===== src/rtl/fb_read_responder_if.sv =====
// Word-wide framebuffer memory port: single-outstanding read request/response.
// master = responder side (issues requests), slave = memory side.
interface fb_read_responder_if #(
    parameter int unsigned MEM_AW = 21,
    parameter int unsigned WORD_W = 32
);
    logic              mem_req;
    logic [MEM_AW-1:0] mem_addr;
    logic              mem_ready;
    logic              mem_rvalid;
    logic [WORD_W-1:0] mem_rdata;

    modport master (
        output mem_req,
        output mem_addr,
        input  mem_ready,
        input  mem_rvalid,
        input  mem_rdata
    );

    modport slave (
        input  mem_req,
        input  mem_addr,
        output mem_ready,
        output mem_rvalid,
        output mem_rdata
    );
endinterface


===== src/rtl/fb_read_responder.sv =====
// Framebuffer read responder: serves 4-bit pixels from a current/prefetch word pair,
// refilling them from word memory with at most one read outstanding.
module fb_read_responder #(
    parameter int unsigned ADDR_W = 24,
    parameter int unsigned WORD_W = 32,
    parameter int unsigned MEM_AW = ADDR_W - 3
) (
    input  logic                 clk,
    input  logic                 rst,
    input  logic [ADDR_W-1:0]    pix_addr,
    output logic [3:0]           pix_data,
    output logic                 pix_hit,
    fb_read_responder_if.master  mem
);

    typedef enum logic [1:0] {S_IDLE, S_REQ, S_WAIT} state_t;
    typedef enum logic {T_DEMAND, T_PREFETCH} tgt_t;

    state_t state_q, state_d;
    tgt_t   tgt_q, tgt_d;

    logic              mem_req_q, mem_req_d;
    logic [MEM_AW-1:0] mem_addr_q, mem_addr_d;
    logic [3:0]        pix_data_q, pix_data_d;
    logic              pix_hit_q, pix_hit_d;

    logic [MEM_AW-1:0] cur_tag_q, cur_tag_d, nxt_tag_q, nxt_tag_d;
    logic [WORD_W-1:0] cur_data_q, cur_data_d, nxt_data_q, nxt_data_d;
    logic              cur_valid_q, cur_valid_d, nxt_valid_q, nxt_valid_d;

    logic [MEM_AW-1:0] w;
    logic [2:0]        n;
    logic              hit_cur, hit_nxt, hit;
    logic [WORD_W-1:0] sel_word;
    logic              eff_cur_valid, eff_nxt_valid;
    logic [MEM_AW-1:0] eff_cur_tag, cur_succ;
    logic              need_demand, need_prefetch, need;
    logic              fill, fill_to_cur, fill_to_nxt;

    // Lookup and fetch-need evaluation; "eff" values reflect the buffers after any promotion.
    always_comb begin
        w             = pix_addr[ADDR_W-1:3];
        n             = pix_addr[2:0];
        hit_cur       = cur_valid_q && (cur_tag_q == w);
        hit_nxt       = !hit_cur && nxt_valid_q && (nxt_tag_q == w);
        hit           = hit_cur || hit_nxt;
        sel_word      = hit_cur ? cur_data_q : nxt_data_q;
        eff_cur_valid = cur_valid_q || hit_nxt;
        eff_cur_tag   = hit_nxt ? nxt_tag_q : cur_tag_q;
        eff_nxt_valid = nxt_valid_q && !hit_nxt;
        cur_succ      = eff_cur_tag + MEM_AW'(1);
        need_demand   = !hit;
        need_prefetch = eff_cur_valid && !(eff_nxt_valid && (nxt_tag_q == cur_succ));
        need          = need_demand || need_prefetch;
        fill          = (state_q == S_WAIT) && mem.mem_rvalid;
        fill_to_cur   = fill && ((mem_addr_q == w) || (tgt_q == T_DEMAND));
        fill_to_nxt   = fill && !fill_to_cur;
    end

    always_ff @(posedge clk or posedge rst) begin
        if (rst) begin
            state_q <= S_IDLE;
        end else begin
            state_q <= state_d;
        end
    end

    always_comb begin
        state_d = state_q;
        unique case (state_q)
            S_IDLE:  if (need) state_d = S_REQ;
            S_REQ:   if (mem.mem_ready) state_d = S_WAIT;
            S_WAIT:  if (mem.mem_rvalid) state_d = S_IDLE;
            default: state_d = S_IDLE;
        endcase
    end

    always_comb begin
        mem_req_d   = mem_req_q;
        mem_addr_d  = mem_addr_q;
        tgt_d       = tgt_q;
        pix_hit_d   = hit;
        pix_data_d  = hit ? sel_word[{n, 2'b00} +: 4] : 4'h0;
        cur_tag_d   = cur_tag_q;
        cur_data_d  = cur_data_q;
        cur_valid_d = cur_valid_q;
        nxt_tag_d   = nxt_tag_q;
        nxt_data_d  = nxt_data_q;
        nxt_valid_d = nxt_valid_q;

        unique case (state_q)
            S_IDLE: begin
                if (need) begin
                    mem_req_d  = 1'b1;
                    mem_addr_d = need_demand ? w : cur_succ;
                    tgt_d      = need_demand ? T_DEMAND : T_PREFETCH;
                end
            end
            S_REQ:   if (mem.mem_ready) mem_req_d = 1'b0;
            default: ;
        endcase

        // Promotion owns CUR; a CUR-bound fill in the same cycle is dropped, an NXT fill overrides the clear.
        if (hit_nxt) begin
            cur_tag_d   = nxt_tag_q;
            cur_data_d  = nxt_data_q;
            cur_valid_d = 1'b1;
            nxt_valid_d = 1'b0;
        end else if (fill_to_cur) begin
            cur_tag_d   = mem_addr_q;
            cur_data_d  = mem.mem_rdata;
            cur_valid_d = 1'b1;
        end
        if (fill_to_nxt) begin
            nxt_tag_d   = mem_addr_q;
            nxt_data_d  = mem.mem_rdata;
            nxt_valid_d = 1'b1;
        end
    end

    always_ff @(posedge clk or posedge rst) begin
        if (rst) begin
            tgt_q       <= T_DEMAND;
            mem_req_q   <= 1'b0;
            mem_addr_q  <= '0;
            pix_data_q  <= '0;
            pix_hit_q   <= 1'b0;
            cur_tag_q   <= '0;
            cur_data_q  <= '0;
            cur_valid_q <= 1'b0;
            nxt_tag_q   <= '0;
            nxt_data_q  <= '0;
            nxt_valid_q <= 1'b0;
        end else begin
            tgt_q       <= tgt_d;
            mem_req_q   <= mem_req_d;
            mem_addr_q  <= mem_addr_d;
            pix_data_q  <= pix_data_d;
            pix_hit_q   <= pix_hit_d;
            cur_tag_q   <= cur_tag_d;
            cur_data_q  <= cur_data_d;
            cur_valid_q <= cur_valid_d;
            nxt_tag_q   <= nxt_tag_d;
            nxt_data_q  <= nxt_data_d;
            nxt_valid_q <= nxt_valid_d;
        end
    end

    assign pix_data     = pix_data_q;
    assign pix_hit      = pix_hit_q;
    assign mem.mem_req  = mem_req_q;
    assign mem.mem_addr = mem_addr_q;

endmodule

===== src/flat_wrapper.sv =====
// flat-port wrapper written by rule: the top's interface ports become plain ports
module fb_read_responder_flat 
#(
    parameter int unsigned ADDR_W = 24,
    parameter int unsigned WORD_W = 32,
    parameter int unsigned MEM_AW = ADDR_W - 3
)
  (clk, rst, pix_addr, pix_data, pix_hit, mem_mem_req, mem_mem_addr, mem_mem_ready, mem_mem_rvalid, mem_mem_rdata);
  fb_read_responder_if #(.MEM_AW(MEM_AW), .WORD_W(WORD_W)) mem_i ();
  input  logic clk;
  input  logic rst;
  input  logic [ADDR_W-1:0] pix_addr;
  output logic [3:0] pix_data;
  output logic pix_hit;
  output wire logic [$bits(mem_i.mem_req)-1:0] mem_mem_req;
  output wire logic [$bits(mem_i.mem_addr)-1:0] mem_mem_addr;
  input wire logic [$bits(mem_i.mem_ready)-1:0] mem_mem_ready;
  input wire logic [$bits(mem_i.mem_rvalid)-1:0] mem_mem_rvalid;
  input wire logic [$bits(mem_i.mem_rdata)-1:0] mem_mem_rdata;
  assign mem_mem_req = mem_i.mem_req;
  assign mem_mem_addr = mem_i.mem_addr;
  assign mem_i.mem_ready = mem_mem_ready;
  assign mem_i.mem_rvalid = mem_mem_rvalid;
  assign mem_i.mem_rdata = mem_mem_rdata;
  fb_read_responder #(.ADDR_W(ADDR_W), .WORD_W(WORD_W), .MEM_AW(MEM_AW)) u_core (.clk(clk), .rst(rst), .pix_addr(pix_addr), .pix_data(pix_data), .pix_hit(pix_hit), .mem(mem_i));
endmodule

===== config.mk =====
export PLATFORM = sky130hd
export DESIGN_NAME = fb_read_responder_flat
export DESIGN_NICKNAME = d
export VERILOG_FILES = /design/src/rtl/fb_read_responder_if.sv /design/src/rtl/fb_read_responder.sv /design/src/flat_wrapper.sv
export SDC_FILE = /design/constraint.sdc
export NUM_CORES = 1
export LEC_CHECK = 0
export BUFFER_PORTS_ARGS = -buffer_cell sky130_fd_sc_hd__buf_4
export CORE_ASPECT_RATIO = 0.9
export CORE_MARGIN = 3
export CORE_UTILIZATION = 53
export CTS_CLUSTER_SIZE = 40
export DETAILED_ROUTE_END_ITERATION = 12
export GPL_TIMING_DRIVEN = 0
export PLACE_DENSITY = 0.84
export SLEW_MARGIN = 20
export SYNTH_ARGS = -nofsm -noshare
export SYNTH_HDL_FRONTEND = slang
export SYNTH_SLANG_ARGS = --single-unit

===== constraint.sdc =====
create_clock -name clk -period 6.4 [get_ports clk]
set_input_delay 1.28 -clock clk [delete_from_list [all_inputs] [get_ports clk]]
set_output_delay 1.28 -clock clk [all_outputs]
set_load 0.01 [all_outputs]

==> metrics <==
outcome=completed; nets=983; FMAX=161 MHz; P&R area growth vs syn=17.7%; Post-Synth Adder-Cell Area=0.146%; total die area=17800 um^2; pwr/cell area=360 nW/um^2; most used flip-flop cell after synthesis=dfrtp_1; Netlist cell types=56; Starting Density=a little over half; Multi-input gate area=4770 um^2; CORE AREA=15700 um^2; # setup viols final=0; CP max FO=10; Pleak=4.73 nW; Period minus WS final=6.20 ns; CTS Buf Count=17; wire per inst=approximately 22 um; VDD IR max=0.237 mV; most frequent cells in the layout=dfrtp_1 (138), nand2_1 (99), buf_4 (90), o21ai_0 (72), xor2_1 (64); Port-buffer cells=85; Rows=43; Final WS setup=just over 0.2 ns; Max-slew headroom=41.7%; final core occ=approximately 65%; TNS Setup=0 ns; Clock Pin Slew Worst Setup and Hold Paths=about 0.060 ns; antenna-violating nets left=0; share of post-route cells with drive strength above 1=between 20% and 30%; clk buf depth=2; Initial DRC Count=approximately 930; initial antenna violation count=0; most common cell after layout, fill and taps aside=dfrtp_1; RSZ-0062 raised after global routing=false; Setup crit end kind=flip-flop; top post-synthesis cells by area=dfrtp_1 (40%), mux2_2 (7.3%), mux2i_1 (6.6%); Setup WS pre-CTS=-0.434 ns; DP Wirelength=18000 um; vias post-DR=around 7000; sequential area share after synthesis=roughly 40%; number of synthesized flops with an enable pin=0; Total GRT Usage=28.1%; CTS Sinks=138; Startpoint Class=input pin; die width=140 um; Yosys warning count=0; Hold-fix buffers, CTS=0; num ports=87; post-synthesis mux area share=22.2%; Synth area leader=dfrtp_1; post-route clock period utilization=a little over nine tenths; TritonRoute pass-1 iters=6; Worst Skew=0.0182 ns; crit path DAT=around 6.5 ns; post-synthesis xor/xnor area fraction=12.6%; #FFs+latches synth=approximately 140; vias in the first global route=6811; Root Driver=clkbuf_16; Mapped Avg Cell Area=around 11 um^2; DRT Wirelength=24900 um; area share of the largest cell type after synthesis=40.2%; Hold Vio Cnt, Final=0; Seq. cell area=between 3000 and 4000 um^2; Synth Instances=around 820; Post-Syn Area=8590 um^2; complex-gate fraction of the synthesized area=approximately 7.8%; DRC=0; ys async rst share=100%; Antenna Cells=0; Slew Limit Fails=0; placed cells=about 1100; Fillers=1221; Clock Latency Late Sink=0.44 ns; remaining global-route overflow=0; Finished Layout Cells=1137; hold crit path type=reg2reg; largest family of logic cells by synthesized area=multiplexers; maximum capacitance violations=0; simple-gate share of the synthesized area=12.8%; Slew @ Worst Pin=0.875 ns; syn_nets=877; Setup CP Type=in2reg; drt via density=6.18; Worst Path Required=~6.7 ns; routability cong.=0.989; global-route wire length before repair=38700 um; DIE HEIGHT=127 um; CTS tree=yes; largest net degree at the start of global routing=89; H-tree levels=4
==> flip-flops by register name, summed over array words and instances, names as in the netlist, 2 cells and up <==
register and count:
u_core.cur_data_q 32, u_core.state_q 2, u_core.nxt_tag_q 21, u_core.nxt_data_q 32, u_core.mem.mem_addr 21, u_core.cur_tag_q 21
u_core.pix_data 4
==> metrics by stage <==
step | total power (W) | cell area [um^2] | hold slack, ns
after floorplan | 0.00219 | 8590 | 0.439
after global placement | 0.00258 | 9480 | 0.459
after detailed placement | 0.00262 | 9510 | 0.463
after CTS | 0.00363 | 10100 | 0.501
after global routing | 0.00381 | 10100 | 0.529
final | 0.00364 | 10100 | 0.497
==> per-layer routing <==
layer / routed length (um) / GRT usage [%] / up-vias / share of wire (%)
met4: 362 / 8.26 / 0 / 1.5
met1: 10900 / 41.9 / 3487 / 44
met5: 0 / 0 / - / 0
li1: - / - / 3097 / -
met3: 2430 / 5.99 / 36 / 9.7
met2: 11300 / 41.6 / 407 / 45
==> final cells by class <==
class,instances,share of cell area (%)
clock inverters,11,1.19
repair buffers,87,6.66
inverters,8,0.371
multi-input cells,600,47.2
plain buffers,70,3.38
flip-flops and latches,138,34.1
well taps,202,2.50
clock buffers,21,4.55
==> worst paths after layout <==
kind | start | to | slack, ns | cells after the start
worst max-delay path | pix_addr[18] | u_core.mem.mem_addr[6] | 0.20 | 22
worst min-delay path | u_core.nxt_data_q[22] | u_core.cur_data_q[22] | 0.50 | 2
worst max register to register | u_core.nxt_tag_q[18] | u_core.mem.mem_addr[6] | 0.59 | 22
worst min register to register | u_core.nxt_data_q[22] | u_core.cur_data_q[22] | 0.50 | 2
max in group asynchronous | rst | u_core.nxt_tag_q[16] | 4.81 | 3
min in group asynchronous | rst | u_core.cur_data_q[10] | 0.84 | 2
==> what timing repair did <==
action                     4_1_cts  5_1_grt
pin swaps                        0        1
setup endpoints to repair       16       18
buffers inserted                 0        1
resized for setup                1        1
==> kinds of logic after synthesis <==
| logic type | after synthesis |
|---|---|
| buffers and inverters | 78 |
| adders and majority gates | 1 |
| DFF | 138 |
| and+or+nand+nor | 219 |
| AOI/OAI and AO/OA | 110 |
| xor gates and xnor gates | 120 |
| muxes | 150 |
==> where the power goes <==
group	internal [W]	switching (W)	leakage, nW
clock	0.000593	0.000393	0.279
sequential	0.00112	0.000257	1.77
combinational	0.000627	0.000651	2.68
total	0.00234	0.00130	4.73
==> worst max-delay path: stages <==
cell	delay, ns
buf_4	0.14
xor2_1	0.16
nor4_1	0.41
nand4_1	0.18
nor3_2	0.27
and2_1	0.17
buf_6	0.15
clkbuf_2	0.30
nand2_1	0.12
nand2_1	0.11
ha_1	0.15
clkbuf_1	0.28
nand2_1	0.13
nor3_1	0.55
nand4_1	0.42
and2_1	0.27
mux2i_1	0.28
a2111oi_4	0.05
buf_4	0.17
nor3_4	0.31
buf_6	0.27
mux2_4	0.32
==> synth_stat cells (8+ instances only) <==
| cell type | instances |
|---|---|
| nor2_1 | 24 |
| o211ai_1 | 11 |
| nand3_1 | 18 |
| inv_1 | 8 |
| mux2_4 | 17 |
| mux2i_1 | 57 |
| buf_2 | 20 |
| nor4_1 | 15 |
| dfrtp_1 | 138 |
| nand4_1 | 21 |
| xor2_1 | 64 |
| clkbuf_1 | 35 |
| mux4_2 | 20 |
| o21ai_0 | 72 |
| mux2_2 | 56 |
| xnor2_1 | 54 |
| nand2_1 | 99 |
(Power assumes the default switching activity.)
